[src/rtl/dds_ctrl_pkg.sv]
package dds_ctrl_pkg;

  localparam int TW_W  = 12;
  localparam int IDX_W = 3;
  localparam int N_TW  = 8;

  // Tuning word per frequency index, 50 MHz clock, 12-bit phase.
  localparam int unsigned TW_TABLE [N_TW] = '{262, 524, 786, 1048, 1311, 1573, 1835, 2097};

  typedef enum logic [1:0] {
    ST_MANUAL,
    ST_SWEEP,
    ST_SETTLE
  } state_e;

endpackage

[src/rtl/key_debounce.sv]
module key_debounce #(
  parameter int DEB_CYC = 500000,
  parameter int W       = 3
) (
  input  logic         clk,
  input  logic         rst_n,
  input  logic [W-1:0] key,
  output logic [W-1:0] key_deb
);

  localparam int CW = (DEB_CYC > 1) ? $clog2(DEB_CYC) : 1;

  logic [W-1:0]  key_s1;
  logic [W-1:0]  key_s2;
  logic [W-1:0]  cand;
  logic [CW-1:0] cnt;

  always_ff @(posedge clk or negedge rst_n) begin
    if (!rst_n) begin
      key_s1 <= '0;
      key_s2 <= '0;
    end else begin
      key_s1 <= key;
      key_s2 <= key_s1;
    end
  end

  // The mismatch cycle counts as the first stable sample, so the value is
  // accepted once DEB_CYC consecutive synced samples have agreed.
  always_ff @(posedge clk or negedge rst_n) begin
    if (!rst_n) begin
      cand    <= '0;
      cnt     <= '0;
      key_deb <= '0;
    end else if (key_s2 != cand) begin
      cand <= key_s2;
      cnt  <= '0;
    end else if (cnt != CW'(DEB_CYC - 1)) begin
      cnt <= cnt + CW'(1);
      if (cnt == CW'(DEB_CYC - 2)) begin
        key_deb <= cand;
      end
    end
  end

endmodule

[src/rtl/dds_sweep_ctrl.sv]
module dds_sweep_ctrl
  import dds_ctrl_pkg::*;
#(
  parameter int SMP_DIV = 4,
  parameter int DEB_CYC = 500000,
  parameter int DWELL   = 1250000,
  parameter int SETTLE  = 64,
  parameter int TW_W    = 12
) (
  input  logic              clk,
  input  logic              rst_n,
  input  logic [IDX_W-1:0]  key,
  input  logic              sweep_en,
  output logic [TW_W-1:0]   tw_out,
  output logic [IDX_W-1:0]  tw_idx,
  output logic              sample_stb,
  output logic              phase_clr,
  output logic              settle,
  output logic              sweep_wrap
);

  localparam int SW  = (SMP_DIV > 1) ? $clog2(SMP_DIV) : 1;
  localparam int DWC = (DWELL > 1)   ? $clog2(DWELL)   : 1;
  localparam int STC = (SETTLE > 1)  ? $clog2(SETTLE)  : 1;

  logic [IDX_W-1:0] key_deb;
  logic [SW-1:0]    smp_cnt;

  state_e           state;
  state_e           state_n;
  logic [IDX_W-1:0] idx_n;
  logic [IDX_W-1:0] commit_idx;
  logic             commit;
  logic             pclr_n;
  logic             settle_n;
  logic             wrap_n;
  logic [DWC-1:0]   dwell_cnt;
  logic [DWC-1:0]   dwell_n;
  logic [STC-1:0]   set_cnt;
  logic [STC-1:0]   scnt_n;

  key_debounce #(
    .DEB_CYC (DEB_CYC),
    .W       (IDX_W)
  ) u_key_debounce (
    .clk     (clk),
    .rst_n   (rst_n),
    .key     (key),
    .key_deb (key_deb)
  );

  always_ff @(posedge clk or negedge rst_n) begin
    if (!rst_n) begin
      smp_cnt    <= '0;
      sample_stb <= 1'b0;
    end else begin
      sample_stb <= (smp_cnt == SW'(SMP_DIV - 1));
      if (smp_cnt == SW'(SMP_DIV - 1)) begin
        smp_cnt <= '0;
      end else begin
        smp_cnt <= smp_cnt + SW'(1);
      end
    end
  end

  // Each branch only requests a commit; the common commit effects
  // (index load, phase clear, settle restart) are applied once below.
  always_comb begin
    state_n    = state;
    idx_n      = tw_idx;
    commit     = 1'b0;
    commit_idx = tw_idx;
    pclr_n     = 1'b0;
    settle_n   = settle;
    wrap_n     = 1'b0;
    dwell_n    = dwell_cnt;
    scnt_n     = set_cnt;

    case (state)
      ST_MANUAL: begin
        if (key_deb != tw_idx) begin
          commit     = 1'b1;
          commit_idx = key_deb;
        end else if (sweep_en) begin
          state_n = ST_SWEEP;
          dwell_n = '0;
        end
      end
      ST_SWEEP: begin
        if (!sweep_en) begin
          state_n = ST_MANUAL;
        end else if (sample_stb) begin
          if (dwell_cnt == DWC'(DWELL - 1)) begin
            commit     = 1'b1;
            commit_idx = tw_idx + IDX_W'(1);
            wrap_n     = (tw_idx == '1);
          end else begin
            dwell_n = dwell_cnt + DWC'(1);
          end
        end
      end
      ST_SETTLE: begin
        if (!sweep_en && (key_deb != tw_idx)) begin
          commit     = 1'b1;
          commit_idx = key_deb;
        end else if (sample_stb) begin
          if (set_cnt == STC'(SETTLE - 1)) begin
            settle_n = 1'b0;
            if (sweep_en) begin
              state_n = ST_SWEEP;
              dwell_n = '0;
            end else begin
              state_n = ST_MANUAL;
            end
          end else begin
            scnt_n = set_cnt + STC'(1);
          end
        end
      end
      default: begin
        state_n = ST_MANUAL;
      end
    endcase

    if (commit) begin
      state_n  = ST_SETTLE;
      idx_n    = commit_idx;
      pclr_n   = 1'b1;
      settle_n = 1'b1;
      scnt_n   = '0;
    end
  end

  always_ff @(posedge clk or negedge rst_n) begin
    if (!rst_n) begin
      state      <= ST_MANUAL;
      tw_idx     <= '0;
      tw_out     <= TW_W'(TW_TABLE[0]);
      phase_clr  <= 1'b0;
      settle     <= 1'b0;
      sweep_wrap <= 1'b0;
      dwell_cnt  <= '0;
      set_cnt    <= '0;
    end else begin
      state      <= state_n;
      tw_idx     <= idx_n;
      tw_out     <= TW_W'(TW_TABLE[idx_n]);
      phase_clr  <= pclr_n;
      settle     <= settle_n;
      sweep_wrap <= wrap_n;
      dwell_cnt  <= dwell_n;
      set_cnt    <= scnt_n;
    end
  end

endmodule

[config.mk]
export PLATFORM = sky130hd
export DESIGN_NAME = dds_sweep_ctrl
export DESIGN_NICKNAME = d
export VERILOG_FILES = /design/src/rtl/dds_ctrl_pkg.sv /design/src/rtl/key_debounce.sv /design/src/rtl/dds_sweep_ctrl.sv
export SDC_FILE = /design/constraint.sdc
export NUM_CORES = 1
export LEC_CHECK = 0
export CAP_MARGIN = 15
export CELL_PAD_IN_SITES_DETAIL_PLACEMENT = 1
export CELL_PAD_IN_SITES_GLOBAL_PLACEMENT = 2
export CORE_ASPECT_RATIO = 1.1
export CORE_MARGIN = 10
export CORE_UTILIZATION = 42
export CTS_CLUSTER_DIAMETER = 100
export CTS_CLUSTER_SIZE = 10
export DETAILED_ROUTE_END_ITERATION = 6
export GPL_ROUTABILITY_DRIVEN = 0
export PLACE_DENSITY_LB_ADDON = 0.1
export SYNTH_ARGS = -nofsm -noshare
export SYNTH_HDL_FRONTEND = slang
export SYNTH_SLANG_ARGS = --single-unit
[constraint.sdc]
create_clock -name clk -period 5 [get_ports clk]
set_input_delay 0.5 -clock clk [delete_from_list [all_inputs] [get_ports clk]]
set_output_delay 0.5 -clock clk [all_outputs]
set_load 0.005 [all_outputs]
## After elaboration in Yosys (flattened, before gate mapping)

Memory sizes are Yosys's and may differ from the RTL's. A register that Yosys moved wholly into a read port is not among the register bits.
Index checks and enable logic that the tools add are counted.

- Bits in read-only memories: 256
- Memories: 1
- Word-level logic and storage cells: 110
- Bits of input ports: 6
- Flip-flop bits (word level): 69
- Output and inout port bits: 19

Memory list:

| memory | words | bits a word | read ports | clocked after Yosys merged registers in | write ports | RTL line | source |
|---|---|---|---|---|---|---|---|
| (name not given) | 8 | 32 | 1 | 1 | 0 | dds_sweep_ctrl.sv:147 | `tw_out <= TW_W'(TW_TABLE[idx_n]);` |

- $add $sub $neg: 5
- Multiplexer cells: 49
- Equal/unequal tests: 25
- Reduce and logical (&&, ||, !) cells: 14
- Bitwise operators: 2

Operators with widths:

| cell | count |
|---|---|
| $mux 21 | 8 |
| $pmux 21 s3 | 1 |
| $mux 19 | 2 |
| $mux 6 | 5 |
| $add 21x1->21 const B | 1 |
| $eq 21x21->1 const B | 1 |
| $add 19x1->19 const B | 1 |
| $eq 19x19->1 const B | 1 |
| $ne 19x19->1 const B | 1 |
| $mux 3 | 6 |
| $ne 2x2->1 const B | 9 |
| $ne 3x3->1 const B | 6 |
| $mux 1 | 16 |
| $mux 2 | 8 |
| $pmux 3 s3 | 1 |
| $reduce_and 4->1 | 2 |
| $reduce_and 8->1 | 1 |
| $reduce_bool 2->1 | 4 |
| $add 6x1->6 const B | 1 |
| $eq 6x6->1 const B | 1 |
| $ne 3x3->1 | 2 |
| $pmux 2 s3 | 1 |
| $reduce_and 6->1 | 1 |
| $eq 2x2->1 const B | 2 |
| other kinds (12) | 13 |

## Logic depth before layout (Yosys ltp)

Gate-level depths: netlist of run 1.

- Depth after elaboration: 7
- Mapped depth: 10
- Gate-level depth less buffers: 9

## Modules after synthesis

Synthesis of run 1 repeated with hierarchy kept, for this count alone.

- Cell total of the unflattened synthesis: 382
- Area total of the unflattened synthesis: 3,926.3 µm²

By module, submodules not included:

| module | area an instance (µm²) | seq. area each (µm²) | cells each | instances |
|---|---|---|---|---|
| dds_sweep_ctrl | 2,463.6 | 1,153.6 | 251 | 1 |
| key_debounce | 1,462.7 | 775.7 | 131 | 1 |

## Worst setup path before layout of run 1

Ideal clock, no wire load.

- Path type: input-to-reg
- Start point: input sweep_en
- End point: register tw_out[10]
- Data arrival time: 2.076 ns
- Buffers on the path: 2
- Path slack: 2.788 ns
- Setup time: 0.136 ns
- Stages: 10
- Data required time: 4.864 ns
- Cell sequence: buf_2 > and4b_1 > buf_4 > nand4_1 > o22a_2 > a211oi_4 > inv_1 > ha_1 > inv_1 > mux2i_1

- Word-level cells in the longest chain between the ends: 6
- Elaborated cells between the ends (all ways): 10
- Classes of those cells: 7 x mux; 1 x bitwise; 2 x reduce/logical

Ends and longest elaborated chain:

| what | RTL line | source |
|---|---|---|
| from (decl) | dds_sweep_ctrl.sv:13 | `input logic sweep_en,` |
| $logic_not 1->1 | dds_sweep_ctrl.sv:103 | `if (!sweep_en && (key_deb != tw_idx)) begin` |
| $logic_and 1x1->1 | dds_sweep_ctrl.sv:103 |  |
| $mux 3 / $mux 1 (equally long branches) | dds_sweep_ctrl.sv:103 |  |
| $pmux 3 s3 / $pmux 1 s3 (equally long branches) | dds_sweep_ctrl.sv:79 | `case (state)` |
| $mux 3 (*) | dds_sweep_ctrl.sv:125 | `if (commit) begin` |
| named net idx_n[0] | dds_sweep_ctrl.sv:31 | `logic [IDX_W-1:0] idx_n;` |
| $not 3->4 (not written as such) (*) | dds_sweep_ctrl.sv:147 |  |
| to (decl) | dds_sweep_ctrl.sv:14 | `output logic [TW_W-1:0] tw_out,` |

Mark *: on every way through the listed nets, which the timed path passes. The rest lies on a longest branch.
A chain may end at the register's enable or synchronous reset.

## Worst setup path after layout of run 1

Same ends and word-level chain as after synthesis.

==> results.toml, run 1 <==
[worst_setup_path]
slowest_delay_ns = 0.65
worstPathRequired_ns = 5.23
crit_arrival_ns = 2.96
critPathKind = "input port to flip-flop"
timing.rr.start = "dwell_cnt[0]"
cpMostUsedCell = "inv_1"
cp_slowest_cell = "clkdlybuf4s50_1"
worstSetupStartpointType = "input port"
r2r-end = "tw_out[10]"
worstSetupEndpointType = "flip-flop"
path_max_fanout = 9
cp_cell_sequence = "clkdlybuf4s50_1 > and4b_1 > nand4_1 > o22a_2 > a211oi_4 > inv_1 > ha_1 > inv_1 > mux2i_1"
reg2reg_slack_ns = 2.31
r2r_cells = 9

[synth]
synth_top_family_by_area = "simple AND/OR/NAND/NOR gates"
synth_edf_count = 0
syn-mean-instance-area_um2 = 10.55
synth_compound_area_share_pct = 7.626
synth-async-reset-ratio_pct = 100.0
synth_seq_cells = 77
synthAdderAreaFrac_pct = 3.330
ys_types = 49
synth.area.mux_share_pct = 3.064
yosys.area_share.simple_pct = 20.35
synth_area_mm2 = 0.003757
synthXorXnorAreaFrac_pct = 10.26
yosys_warnings = 0
postSynthCellCount = 356
ys_seq_area_share_pct = 51.35
yosys_most_used_dff = "dfrtp_1"

[sta]
max_freq_ghz = 0.3659
fin_skew_ns = 0.01158
rsz0062_at_grt = "no"
period_needed_ns = 2.733
final.setup.tns_ns = 0
finalHoldViolCount = 0
drv_slew = 0
tightest_slew_ns = 0.9931
max_slew_margin_pct = 33.80
fin_crit_sh_pct = 54.66
finalSetupViolations = 0

[detailed_routing]
drtIter0Drc = 62
routed_wl_um = 8070
ant_nets = 0
firstDrtPassIters = 4
routedWlPerCell_um = 16.47
vias = 2628
routed_via_density = 5.363
drc = 0

[cts]
cts_sinks = 77
clkLatencyLatePin_ns = 0.35
clk_pin_slew_ns = 0.09
cts_buffers = 9
cts_resized = 0
htreeDepth = 3
clk_path_buf_depth = 2
root_buffer = "clkbuf_8"
post_cts_buffers = 0
cts_hold_buf = 0
cts_tree = "built"

[global_route]
grt_pass1_wl_um = 14310
grt_antenna_before_repair = 0
grt.busiest_layer = "met2"
met1_usage_pct = 18.81
grt_pass1_vias = 2787
track_usage_pct = 13.56
grt_max_degree = 78
use_met3_pct = 3.883
grtUsageMet2_pct = 19.81
gr-total-overflow = 0

[floorplanning]
core_mm2 = 0.008783
rows = 36
die_x_um = 110.2
die_y_um = 119.2
initial_core_util_pct = 42.78
io_pins = 25
die_area_mm2 = 0.01313

[pwr]
power_density_mw_per_mm2 = 283.8
ir_drop_mv = 0.1345
p_leak_nw = 1.904

[layout]
drive_gt1_share_pct = 8.245
final_nets = 387
antenna_cells = 0
fillers = 985
seq_area_mm2 = 0.001929
multi_input_area_mm2 = 0.001684
utilization_pct = 48.49
area_delta_synth_final_pct = 13.35

[status]
status = "complete, no violations"

[place]
dp_hpwl_um = 5467
port-buffer-count = 22

[run]
cap_violations = 0

[hold_path]
hold_path_class = "input port to async pin"
==> sequential cells by signal, indices dropped and copies added (netlist names), 3 cells and up <==
name and count:
u_key_debounce.cand 3, u_key_debounce.key_s2 3, u_key_debounce.key_deb 3, set_cnt 6
u_key_debounce.cnt 19, tw_out 9, u_key_debounce.key_s1 3, dwell_cnt 21
==> Yosys cell counts, drive strengths merged, types with 2 or more instances <==
cell type	number	area share, %
a211oi	7	1.7
a21o	2	0.40
a21oi	4	0.53
a31oi	3	0.50
and2	5	0.83
and3	13	2.2
and4	5	1.2
buf	9	1.5
clkbuf	11	1.1
dfrtp	75	50
dfstp	2	1.4
ha	10	3.3
inv	13	1.3
mux2	4	1.2
mux2i	7	1.9
nand2	17	1.7
nand2b	2	0.33
nand3	18	2.4
nand4	10	1.7
nor2	49	4.9
nor3	8	1.2
nor4	6	1.2
nor4b	3	0.87
nor4bb	2	0.53
o2111ai	2	0.47
o211ai	3	0.60
o21ai	6	0.80
o41ai	2	0.47
or4b	2	0.53
xnor2	23	5.4
xor2	21	4.9
==> stage by stage <==
step           hold WS, ns  power, mW  instance area (µm²)  cells  worst slack [ns]
2_1_floorplan       0.2044     0.6546                 3761    357             2.788
3_3_place_gp        0.3326     0.6709                 4030    474             2.011
4_1_cts             0.3387      1.226                 4259    490             2.267
3_5_place_dp        0.3435     0.6721                 4030    474             1.898
6_report            0.2752      1.209                 4259    490             2.267
5_1_grt             0.3687      1.261                 4259    490             2.042
==> logic make-up after synthesis <==
family,after synthesis
AOI/OAI and AO/OA,36
DFF,77
muxes,11
other,1
and+or+nand+nor,144
xor gates and xnor gates,44
adders and majority gates,10
buffers and inverters,33
==> cell type report <==
type,instances,share of cell area [%]
inverter,13,1.146
sequential,77,45.30
tap,114,3.349
multi-input combinational,247,39.54
clock buffer,9,2.908
clock inverter,7,2.468
timing repair buffer,23,5.288
==> worst max path at each step <==
stage | startpoint | depth (start not counted) | slack (ns) | end
after floorplan | sweep_en | 10 | 2.79 | tw_out[10]
after global placement | sweep_en | 9 | 2.01 | tw_out[10]
after detailed placement | sweep_en | 9 | 1.90 | tw_out[10]
after CTS | dwell_cnt[4] | 8 | 2.27 | tw_out[10]
after global routing | dwell_cnt[0] | 9 | 2.04 | tw_out[10]
final | sweep_en | 9 | 2.27 | tw_out[10]
==> worst max-delay path, delay by kind of cell <==
family          cells  cell delay [ns]
simple gates        2             0.63
mux                 1             0.07
fa+ha+maj           1             0.21
compound gates      2             0.68
buf+inv             3             0.86
==> layer usage <==
layer	share of wire (%)	vias to the layer above
li1	-	1268
met1	48	1316
met2	47	35
met3	3.8	9
met4	1.2	0
met5	0	-
==> where the power goes <==
part | leakage, nW | switching, mW | internal (mW) | total [mW]
combinational | 0.770 | 0.0208 | 0.00723 | 0.0280
sequential | 1.02 | 0.00324 | 0.627 | 0.630
clock | 0.113 | 0.260 | 0.290 | 0.550
==> placed cells by master, fill, tap and decap left out, drive strengths merged, types with 3 or more instances in the layout <==
master / instances
dfrtp: 75
nor2: 49
xnor2: 23
xor2: 21
clkdlybuf4s50: 21
nand3: 18
nand2: 17
inv: 17
and3: 13
nand4: 10
ha: 10
clkbuf: 9
nor3: 8
mux2i: 7
a211oi: 7
o21ai: 6
nor4: 6
and2: 5
and4: 5
a21oi: 4
mux2: 4
a31oi: 3
o211ai: 3
nor4b: 3
No activity file was read; power rests on OpenSTA's default activity.
==> run 2, diff against run 1 <==
--- a/config.mk
+++ b/config.mk
@@ -10,7 +10,7 @@
 export CELL_PAD_IN_SITES_GLOBAL_PLACEMENT = 2
 export CORE_ASPECT_RATIO = 1.1
 export CORE_MARGIN = 10
-export CORE_UTILIZATION = 42
+export CORE_UTILIZATION = 39
 export CTS_CLUSTER_DIAMETER = 100
 export CTS_CLUSTER_SIZE = 10
 export DETAILED_ROUTE_END_ITERATION = 6
==> constraint.sdc (replaced) <==
create_clock -name clk -period 2.7 [get_ports clk]
set_input_delay 0.27 -clock clk [delete_from_list [all_inputs] [get_ports clk]]
set_output_delay 0.27 -clock clk [all_outputs]
set_load 0.005 [all_outputs]
==> results.toml, run 2 (synthesized netlist as in run 1, its figures left out) <==
[status]
status = "complete, no violations"

[sta]
max_slew_margin_pct = 35.09
finalHoldViolCount = 0
fin_crit_sh_pct = 87.84
max_freq_ghz = 0.4216
whs_ns = 0.07588
fin_skew_ns = 0.007311
rsz0062_at_grt = "no"
finalSetupViolations = 0
period_needed_ns = 2.372
drv_slew = 0
final.setup.tns_ns = 0
tightest_slew_ns = 0.9736

[worst_setup_path]
worstSetupEndpointType = "flip-flop"
worstPathRequired_ns = 2.92
path_max_fanout = 6
critPathKind = "flip-flop to flip-flop"
crit_arrival_ns = 2.59
worstSetupStartpointType = "flip-flop"

[detailed_routing]
routed_wl_um = 8142
firstDrtPassIters = 4
ant_nets = 0
drtIter0Drc = 70
routedWlPerCell_um = 16.25
drc = 0
routed_via_density = 5.230
vias = 2620

[layout]
fin_area_mm2 = 0.004342
area_delta_synth_final_pct = 15.55
drive_gt1_share_pct = 10.16
top_regs = "dwell_cnt (21), u_key_debounce.cnt (19), tw_out (9)"
final_common_cell = "dfrtp_1"
final_nets = 395
layout.cells.non_filler = 501
largest-register = "dwell_cnt"
largest_reg_flops = 21
final_cell_mix = "75 x dfrtp_1, 49 x nor2_1, 23 x xnor2_1, 21 x xor2_1, 21 x clkdlybuf4s50_1"
antenna_cells = 0

[global_route]
grt_pass1_wl_um = 14340
gr-total-overflow = 0
track_usage_pct = 12.66
grt_antenna_before_repair = 0
grt_max_degree = 78
grt_pass1_vias = 2828

[pwr]
p_leak_nw = 1.947
ir_drop_mv = 0.2451
power_density_mw_per_mm2 = 527.9

[cts]
cts_resized = 0
cts_tree = "built"
clk_path_buf_depth = 2
root_buffer = "clkbuf_8"
cts_hold_buf = 0
post_cts_buffers = 0
clk_pin_slew_ns = 0.08
htreeDepth = 3
cts_buffers = 9
cts_sinks = 77
clkLatencyLatePin_ns = 0.35

[floorplanning]
die_area_mm2 = 0.01396
rows = 37
core_mm2 = 0.009398
die_x_um = 113.6
io_pins = 25
die_y_um = 122.9
initial_core_util_pct = 39.98

[place]
dp_hpwl_um = 5595
dp_cells = 485
placed_cell_area_mm2 = 0.004094
port-buffer-count = 22

[hold_path]
hold_path_class = "input port to async pin"

[run]
cap_violations = 0
==> run 2: metal layers <==
layer	part of all wire, %	track usage, %	wire, µm
met5	0	0	0
met4	1.2	4.286	100
met3	3.7	3.828	302
met2	46	19.48	3714
met1	49	16.62	4024
==> run 2: path summary, 6_finish.rpt <==
path	startpoint	endpoint	slack (ns)	cells after the start
max	dwell_cnt[4]	tw_out[10]	0.33	8
min	rst_n	u_key_debounce.cnt[9]	0.08	1
max reg2reg	dwell_cnt[4]	tw_out[10]	0.33	8
min reg2reg	u_key_debounce.key_s1[0]	u_key_debounce.key_s2[0]	0.36	0
max in group asynchronous	rst_n	set_cnt[3]	1.99	1
min in group clk	key[1]	u_key_debounce.key_s1[1]	0.35	1
==> run 2: worst max-delay path, cell delays in order, from the launching register on <==
cell      delay (ns)
dfrtp_1         0.42
nor4b_1         0.42
nand4_1         0.25
o22a_2          0.35
a211oi_4        0.35
inv_1           0.13
ha_1            0.19
inv_1           0.07
mux2i_1         0.07
==> run 2: power by group <==
group	internal (mW)	total [mW]	switching (mW)
Clock	0.637	1.07	0.433
Sequential	1.16	1.17	0.00553
Combinational	0.0160	0.0547	0.0387
==> run 2: cell type report <==
cell class                      instances  area, µm²
Inverter                               13      48.80
Multi-Input combinational cell        247       1684
Timing Repair Buffer                   31      285.3
Tap cell                              117      146.4
Clock buffer                           10      137.6
Sequential cell                        77       1929
Clock inverter                          6      110.1
Fill cell                            1056       5056
==> run 2: metrics by stage <==
step / utilization [%] / power [mW] / setup WS [ns]
floorplan: - / 1.212 / 0.5725
global placement: 43.56 / 1.246 / 0.3280
detailed placement: 43.56 / 1.248 / 0.1845
CTS: 46.20 / 2.327 / 0.2856
global route: 46.20 / 2.384 / 0.06975
finish: 46.20 / 2.292 / 0.3282
